==> src/rtl/pipe_pkg.sv <==
// Shared types and constants for the two-entry pipeline skid buffer.
package pipe_pkg;

  typedef enum logic [1:0] {
    PIPE_EMPTY = 2'b00,
    PIPE_BUSY  = 2'b01,
    PIPE_FULL  = 2'b10
  } pipe_state_t;

  localparam int unsigned PIPE_DEPTH = 2;

  // Number of valid entries held in a given state.
  function automatic int unsigned pipe_occupancy(input pipe_state_t s);
    case (s)
      PIPE_BUSY: pipe_occupancy = 1;
      PIPE_FULL: pipe_occupancy = 2;
      default:   pipe_occupancy = 0;
    endcase
  endfunction

endpackage

==> src/rtl/mux_2_to_1.sv <==
// Two-input word multiplexer: y = sel ? b : a.
module mux_2_to_1 #(
  parameter int unsigned WIDTH = 32
) (
  input  logic [WIDTH-1:0] a,
  input  logic [WIDTH-1:0] b,
  input  logic             sel,
  output logic [WIDTH-1:0] y
);

  assign y = sel ? b : a;

endmodule

==> src/rtl/pipe_skid_buffer.sv <==
// Two-entry valid/ready pipeline register with a skid entry and registered in_ready.
// Optional synchronous flush port is enabled by defining PIPE_FLUSH_EN.
module pipe_skid_buffer
  import pipe_pkg::*;
#(
  parameter int unsigned WIDTH = 32
) (
  input  logic             clk,
  input  logic             rst,
`ifdef PIPE_FLUSH_EN
  input  logic             flush,
`endif
  input  logic             in_valid,
  output logic             in_ready,
  input  logic [WIDTH-1:0] in_data,
  output logic             out_valid,
  input  logic             out_ready,
  output logic [WIDTH-1:0] out_data
);

  pipe_state_t      state_q, state_d;
  logic             in_ready_q, in_ready_d;
  logic             out_valid_q, out_valid_d;
  logic [WIDTH-1:0] main_q, main_d;
  logic [WIDTH-1:0] skid_q;
  logic             main_ld, skid_ld;
  logic             accept, pop;

  assign accept = in_valid && in_ready_q;
  assign pop    = out_valid_q && out_ready;

  // In FULL the head is refilled from the skid entry, otherwise from upstream.
  mux_2_to_1 #(.WIDTH(WIDTH)) u_main_mux (
    .a   (in_data),
    .b   (skid_q),
    .sel (state_q == PIPE_FULL),
    .y   (main_d)
  );

  always_comb begin
    state_d = state_q;
    main_ld = 1'b0;
    skid_ld = 1'b0;
    case (state_q)
      PIPE_EMPTY: begin
        if (accept) begin
          state_d = PIPE_BUSY;
          main_ld = 1'b1;
        end
      end
      PIPE_BUSY: begin
        if (accept && pop) begin
          main_ld = 1'b1;
        end else if (accept) begin
          state_d = PIPE_FULL;
          skid_ld = 1'b1;
        end else if (pop) begin
          state_d = PIPE_EMPTY;
        end
      end
      PIPE_FULL: begin
        if (pop) begin
          state_d = PIPE_BUSY;
          main_ld = 1'b1;
        end
      end
      default: state_d = PIPE_EMPTY;
    endcase
`ifdef PIPE_FLUSH_EN
    // Flush drops both entries and any offered word; out_data keeps its value.
    if (flush) begin
      state_d = PIPE_EMPTY;
      main_ld = 1'b0;
      skid_ld = 1'b0;
    end
`endif
    out_valid_d = (state_d != PIPE_EMPTY);
    in_ready_d  = (state_d != PIPE_FULL);
  end

  always_ff @(posedge clk) begin
    if (rst) begin
      state_q     <= PIPE_EMPTY;
      out_valid_q <= 1'b0;
      in_ready_q  <= 1'b1;
    end else begin
      state_q     <= state_d;
      out_valid_q <= out_valid_d;
      in_ready_q  <= in_ready_d;
    end
  end

  always_ff @(posedge clk) begin
    if (rst) begin
      main_q <= '0;
    end else if (main_ld) begin
      main_q <= main_d;
    end
  end

  always_ff @(posedge clk) begin
    if (rst) begin
      skid_q <= '0;
    end else if (skid_ld) begin
      skid_q <= in_data;
    end
  end

  assign in_ready  = in_ready_q;
  assign out_valid = out_valid_q;
  assign out_data  = main_q;

  a_full_not_ready: assert property (@(posedge clk) disable iff (rst)
    (state_q == PIPE_FULL) |-> !in_ready_q);
  a_depth: assert property (@(posedge clk) disable iff (rst)
    pipe_occupancy(state_q) <= PIPE_DEPTH);
  a_valid_match: assert property (@(posedge clk) disable iff (rst)
    out_valid_q == (state_q != PIPE_EMPTY));

endmodule

==> config.mk <==
export PLATFORM = sky130hd
export DESIGN_NAME = pipe_skid_buffer
export DESIGN_NICKNAME = d
export VERILOG_FILES = /design/src/rtl/pipe_pkg.sv /design/src/rtl/mux_2_to_1.sv /design/src/rtl/pipe_skid_buffer.sv
export SDC_FILE = /design/constraint.sdc
export NUM_CORES = 1
export LEC_CHECK = 0
export BUFFER_PORTS_ARGS = -buffer_cell sky130_fd_sc_hd__buf_2
export CAP_MARGIN = 25
export CELL_PAD_IN_SITES_DETAIL_PLACEMENT = 1
export CELL_PAD_IN_SITES_GLOBAL_PLACEMENT = 2
export CORE_MARGIN = 2
export CORE_UTILIZATION = 34
export DETAILED_ROUTE_END_ITERATION = 10
export GPL_ROUTABILITY_DRIVEN = 1
export PLACE_DENSITY_LB_ADDON = 0.1
export SYNTH_ARGS = -nofsm -noshare
export SYNTH_HDL_FRONTEND = slang
export SYNTH_HIERARCHICAL = 1
export SYNTH_SLANG_ARGS = --single-unit
export TNS_END_PERCENT = 20
==> constraint.sdc <==
create_clock -name clk -period 1.7 [get_ports clk]
set_input_delay 0.425 -clock clk [delete_from_list [all_inputs] [get_ports clk]]
set_output_delay 0.425 -clock clk [all_outputs]
set_load 0.01 [all_outputs]
* After elaboration in Yosys (flattened, before gate mapping)
Index checks and enable logic that the tools add are counted.
Word-level totals: flip-flop bits (word level) 68, input bits 36, output and inout port bits 34, word-level logic and storage cells 26
Cells by class: multiplexer cells 13, eq/ne operators 3, reduce and logical (&&, ||, !) cells 5
Operator list (number):
- $mux W32 | 1
- $mux W2 | 5
- $pmux W2 S3 | 1
- $mux W1 | 5
- $logic_and A1 B1 Y1 | 3
- $pmux W1 S3 | 1
- $eq A2 B1 Y1 const B | 1
- $eq A2 B2 Y1 const B | 1
- $logic_not A2 Y1 | 1
- $ne A2 B2 Y1 const B | 1
- $reduce_bool A2 Y1 | 1

* Logic depth before layout (Yosys ltp)
word-level depth 6, gate-level depth with buffers 6

* Cells and area by module
Netlist, hierarchy kept.
Modules (own cells, without submodules):
- pipe_skid_buffer | seq. area each 1361.3 µm², times used 1, area an instance 2857.7 µm², cells each 304
- mux_2_to_1 | seq. area each 0.0 µm², times used 1, area an instance 544.3 µm², cells each 36

* Worst setup path after synthesis
No wires, ideal clock.
path type reg-to-reg, start register state_q[0], end register main_q[15] (netlist: out_data[15]), arrival time 1.293 ns, setup time 0.131 ns, setup slack 0.276 ns, cell stages (with the launch flop) 7, cell sequence dfxtp_1 -> and2b_1 -> buf_6 -> buf_12 -> mux2_4 -> nand2b_1 -> mux2i_1
Between the ends: cells in the longest elaborated chain, start to end 2, elaborated cells on any way between the ends 5, those cells by class 2 x eq/ne; 2 x mux; 1 x reduce/logical
Ends and longest elaborated chain:
- from (decl) | RTL line pipe_skid_buffer.sv:21 | pipe_state_t state_q, state_d;
- from (signal assigned) | RTL line pipe_skid_buffer.sv:87 | state_q <= state_d;
- $eq A2 B2 Y1 | RTL line pipe_skid_buffer.sv:36 | .sel (state_q == PIPE_FULL),
- $mux W32 | RTL line mux_2_to_1.sv:11 | assign y = sel ? b : a;
- net main_d[15] | RTL line pipe_skid_buffer.sv:24 | logic [WIDTH-1:0] main_q, main_d;
- to (signal assigned) | RTL line pipe_skid_buffer.sv:97 | main_q <= main_d;
- to (decl) | RTL line pipe_skid_buffer.sv:24
The timed path passes the listed nets, and every way through them passes these cells. A chain may end at the register's enable or synchronous reset.

* Final worst setup path
start register state_q[1], end register main_q[31] (netlist: out_data[31])
The elaborated chain is that of the path after synthesis.

==> results.sh <==
export IMPL_status="complete, no violations"
export IMPL_clock_skew_ps=8.539
export IMPL_p_clk_frac=0.316
export IMPL_cts_max_path_buffers=2
export IMPL_arrival_ps=1740
export IMPL_report_final_slew_viol_count=0
export IMPL_ctsResizeCount=0
export IMPL_swShare=0.2998
export IMPL_antenna_found_initial=0
export IMPL_ctsRootBufferMaster="clkbuf_8"
export IMPL_required_ps=1940
export IMPL_post_place_ws_ps=149.3
export IMPL_hp_class="in2reg"
export IMPL_fin_ws_ps=198.7
export IMPL_place_congestion=0.6833
export IMPL_cap_violations=0
export IMPL_grt_pass1_wl_um=13700
export IMPL_vias_per_cell=4.849
export IMPL_insertedDiodeCount=0
export IMPL_ys_ff_latch=68
export IMPL_power_mw=4.070
export IMPL_synth_top_family_by_area="multiplexers"
export IMPL_via_count=2633
export IMPL_ios=70
export IMPL_drtPass1Iterations=4
export IMPL_critPathKind="reg2reg"
export IMPL_h_tree_depth=3
export IMPL_numCtsBuffers=9
export IMPL_clk_pin_slew_ps=80
export IMPL_synthCells=340
export IMPL_post_route_util=0.4191
export IMPL_syn_nets=376
export IMPL_crit_path_start_kind="flip-flop"
export IMPL_synth_avg_cell_area_um2=10.01
export IMPL_p_int_mw=2.850
export IMPL_drt_wl_total_um=8318
export IMPL_cts_tree="yes"
export IMPL_initial_core_util=0.3497
export IMPL_area_growth_pct=19.86
export IMPL_synth_compound_area_share=0.1155
export IMPL_finalSetupTns_ps=0
export IMPL_stdcell_area_um2=4078
export IMPL_p_comb_frac=0.239
export IMPL_period_share=0.8831
export IMPL_netlist_area_um2=3402
export IMPL_setup_viol=0
export IMPL_seq_area_frac_synth=0.4001
export IMPL_hpwlAfterDp_um=5440
export IMPL_post_dp_cell_area_um2=3889
export IMPL_io_buffers=69
export IMPL_drcViolationCount=0
export IMPL_synth_mux_area_frac=0.2361
export IMPL_synth_simple_area_share=0.1798
export IMPL_grt_setup_unrepaired="false"
export IMPL_vdd_drop_max_mv=0.5001
export IMPL_cp_end_kind="flip-flop"
export IMPL_die_y_um=104.0
export IMPL_power_switching_mw=1.220
export IMPL_tightest_slew_ps=248.0
export IMPL_grt_pass1_vias=2618
export IMPL_grt_max_degree=61
export IMPL_pwr_density_cell_nw_per_um2=998.1
export IMPL_timing_final_crit_period_ps=1501
export IMPL_layout_drive_gt1_share=0.3366
export IMPL_die_area_um2=10820
export IMPL_r2r_setup_slack_ps=200
export IMPL_drtIter0Drc=61
export IMPL_finalHoldViolations=0
export IMPL_cts_post_setup_buffers_inserted=0
export IMPL_grt_usage=0.1598
export IMPL_synth_xor_area_frac=0
export IMPL_clock_latency_ps=340
export IMPL_cts_sinks=68
export IMPL_synth_cell_types=25
export IMPL_ant_nets=0
export IMPL_rows=36
export IMPL_slew_headroom=0.8346
export IMPL_yosys_area_share_adder=0
export IMPL_wl_per_cell_um=15.32
export IMPL_overflow=0
export IMPL_fp_coreArea_um2=9729
export IMPL_crit_fanout=19
export IMPL_hold_buffers=0
export IMPL_sequentialPowerShare=0.445
export IMPL_final_net_count=441
export IMPL_die_width_um=104.0
export IMPL_p_leak_nw=1.760
export IMPL_ys_warn_count=6
export IMPL_fmaxAchievable_mhz=666.1
logic make-up (layout without fill, tap and decap cells):
| kind of cell | after synthesis | in the layout |
|---|---|---|
| AO/OA/AOI/OAI | 72 | 72 |
| AND/OR/NAND/NOR | 104 | 104 |
| flip-flops | 68 | 68 |
| buffers and inverters | 31 | 101 |
| multiplexers | 65 | 65 |
routing by layer:
metal / GRT usage / vias up / share of wire
met3: 0.04449 / 9 / 0.044
met5: 0 / - / 0
met1: 0.2120 / 1273 / 0.47
met4: 0.04923 / 0 / 0.010
met2: 0.2523 / 46 / 0.47
li1: - / 1305 / -
critical path, cell delays in order (launching register included):
cell and delay, ps:
dfxtp_1 430, and2b_2 270, buf_12 220, mux2_2 350, nand2b_1 70, mux2i_1 60
cell usage after synthesis:
library cell  count  area, um^2
nand3_1          32       160.2
buf_12            6       120.1
or2_2             1       6.260
and2b_1           1       7.510
nand3b_1          1       7.510
o32ai_1           1       8.760
nand2b_1         64       400.4
or3_1             1       6.260
a21oi_1          35       175.2
clkbuf_1         20       75.07
and2_1            1       6.260
dfxtp_1          68        1361
mux2_2            2       22.52
a21boi_1          1       7.510
o21ai_0          32       160.2
nand2_1           1       3.750
buf_2             3       15.01
nor3_1            1       5.000
mux2_4           30       450.4
o21ba_2           1       10.01
mux2i_1          33       330.3
a21bo_2           1       10.01
buf_6             2       22.52
a22oi_4           1       21.27
and3b_1           1       8.760
layout by cell type (no fill, tap or decap):
cell type,instances
buf_2,69
and3b_1,1
dfxtp_1,68
or2_2,1
clkinvlp_4,2
o21ai_0,32
a21boi_4,1
mux2i_1,33
a22oi_4,1
buf_4,10
mux2_4,30
and2b_2,1
buf_12,6
nand2_1,1
or3_1,1
and2_1,1
a21bo_2,1
clkinv_2,1
o32ai_1,1
a21oi_1,35
nand3_1,32
nand3b_1,1
o21ba_2,1
nand2b_1,64
mux2_2,2
nor3_1,1
clkbuf_1,1
clkbuf_8,12
state kept, by name, indices dropped and copies added, names as in the netlist:
name       cells
in_ready       1
out_data      32
out_valid      1
skid_q        32
state_q        2
through the flow:
step | std cells | hold slack (ps)
after floorplan | 340 | 450.2
after global placement | 527 | 456.5
after detailed placement | 527 | 465.3
after CTS | 543 | 318.6
after global routing | 543 | 319.1
final | 543 | 331.8
final cells by class:
| type | count | area [um^2] |
|---|---|---|
| repair buffers | 85 | 540.5 |
| flip-flops and latches | 68 | 1361 |
| clock inverters | 3 | 20.02 |
| well taps | 133 | 166.4 |
| fillers | 1160 | 5652 |
| clock buffers | 13 | 168.9 |
| multi-input cells | 241 | 1821 |
final timing paths:
kind	depth (start not counted)	end	startpoint
setup / recovery	5	out_data[31]	state_q[1]
hold / removal	3	skid_q[4]	in_data[4]
setup reg to reg	5	out_data[31]	state_q[1]
hold reg to reg	2	out_data[25]	out_data[25]
power groups by stage:
stage | clock [mW] | sequential (mW) | combinational [mW]
finish | 1.29 | 1.81 | 0.972
global route | 1.42 | 1.83 | 1.06
CTS | 1.33 | 1.81 | 0.996
detailed placement | 0 | 1.85 | 0.995
global placement | 0 | 1.85 | 0.980
floorplan | 0 | 1.88 | 0.641
No activity file was read; power rests on OpenSTA's default activity.
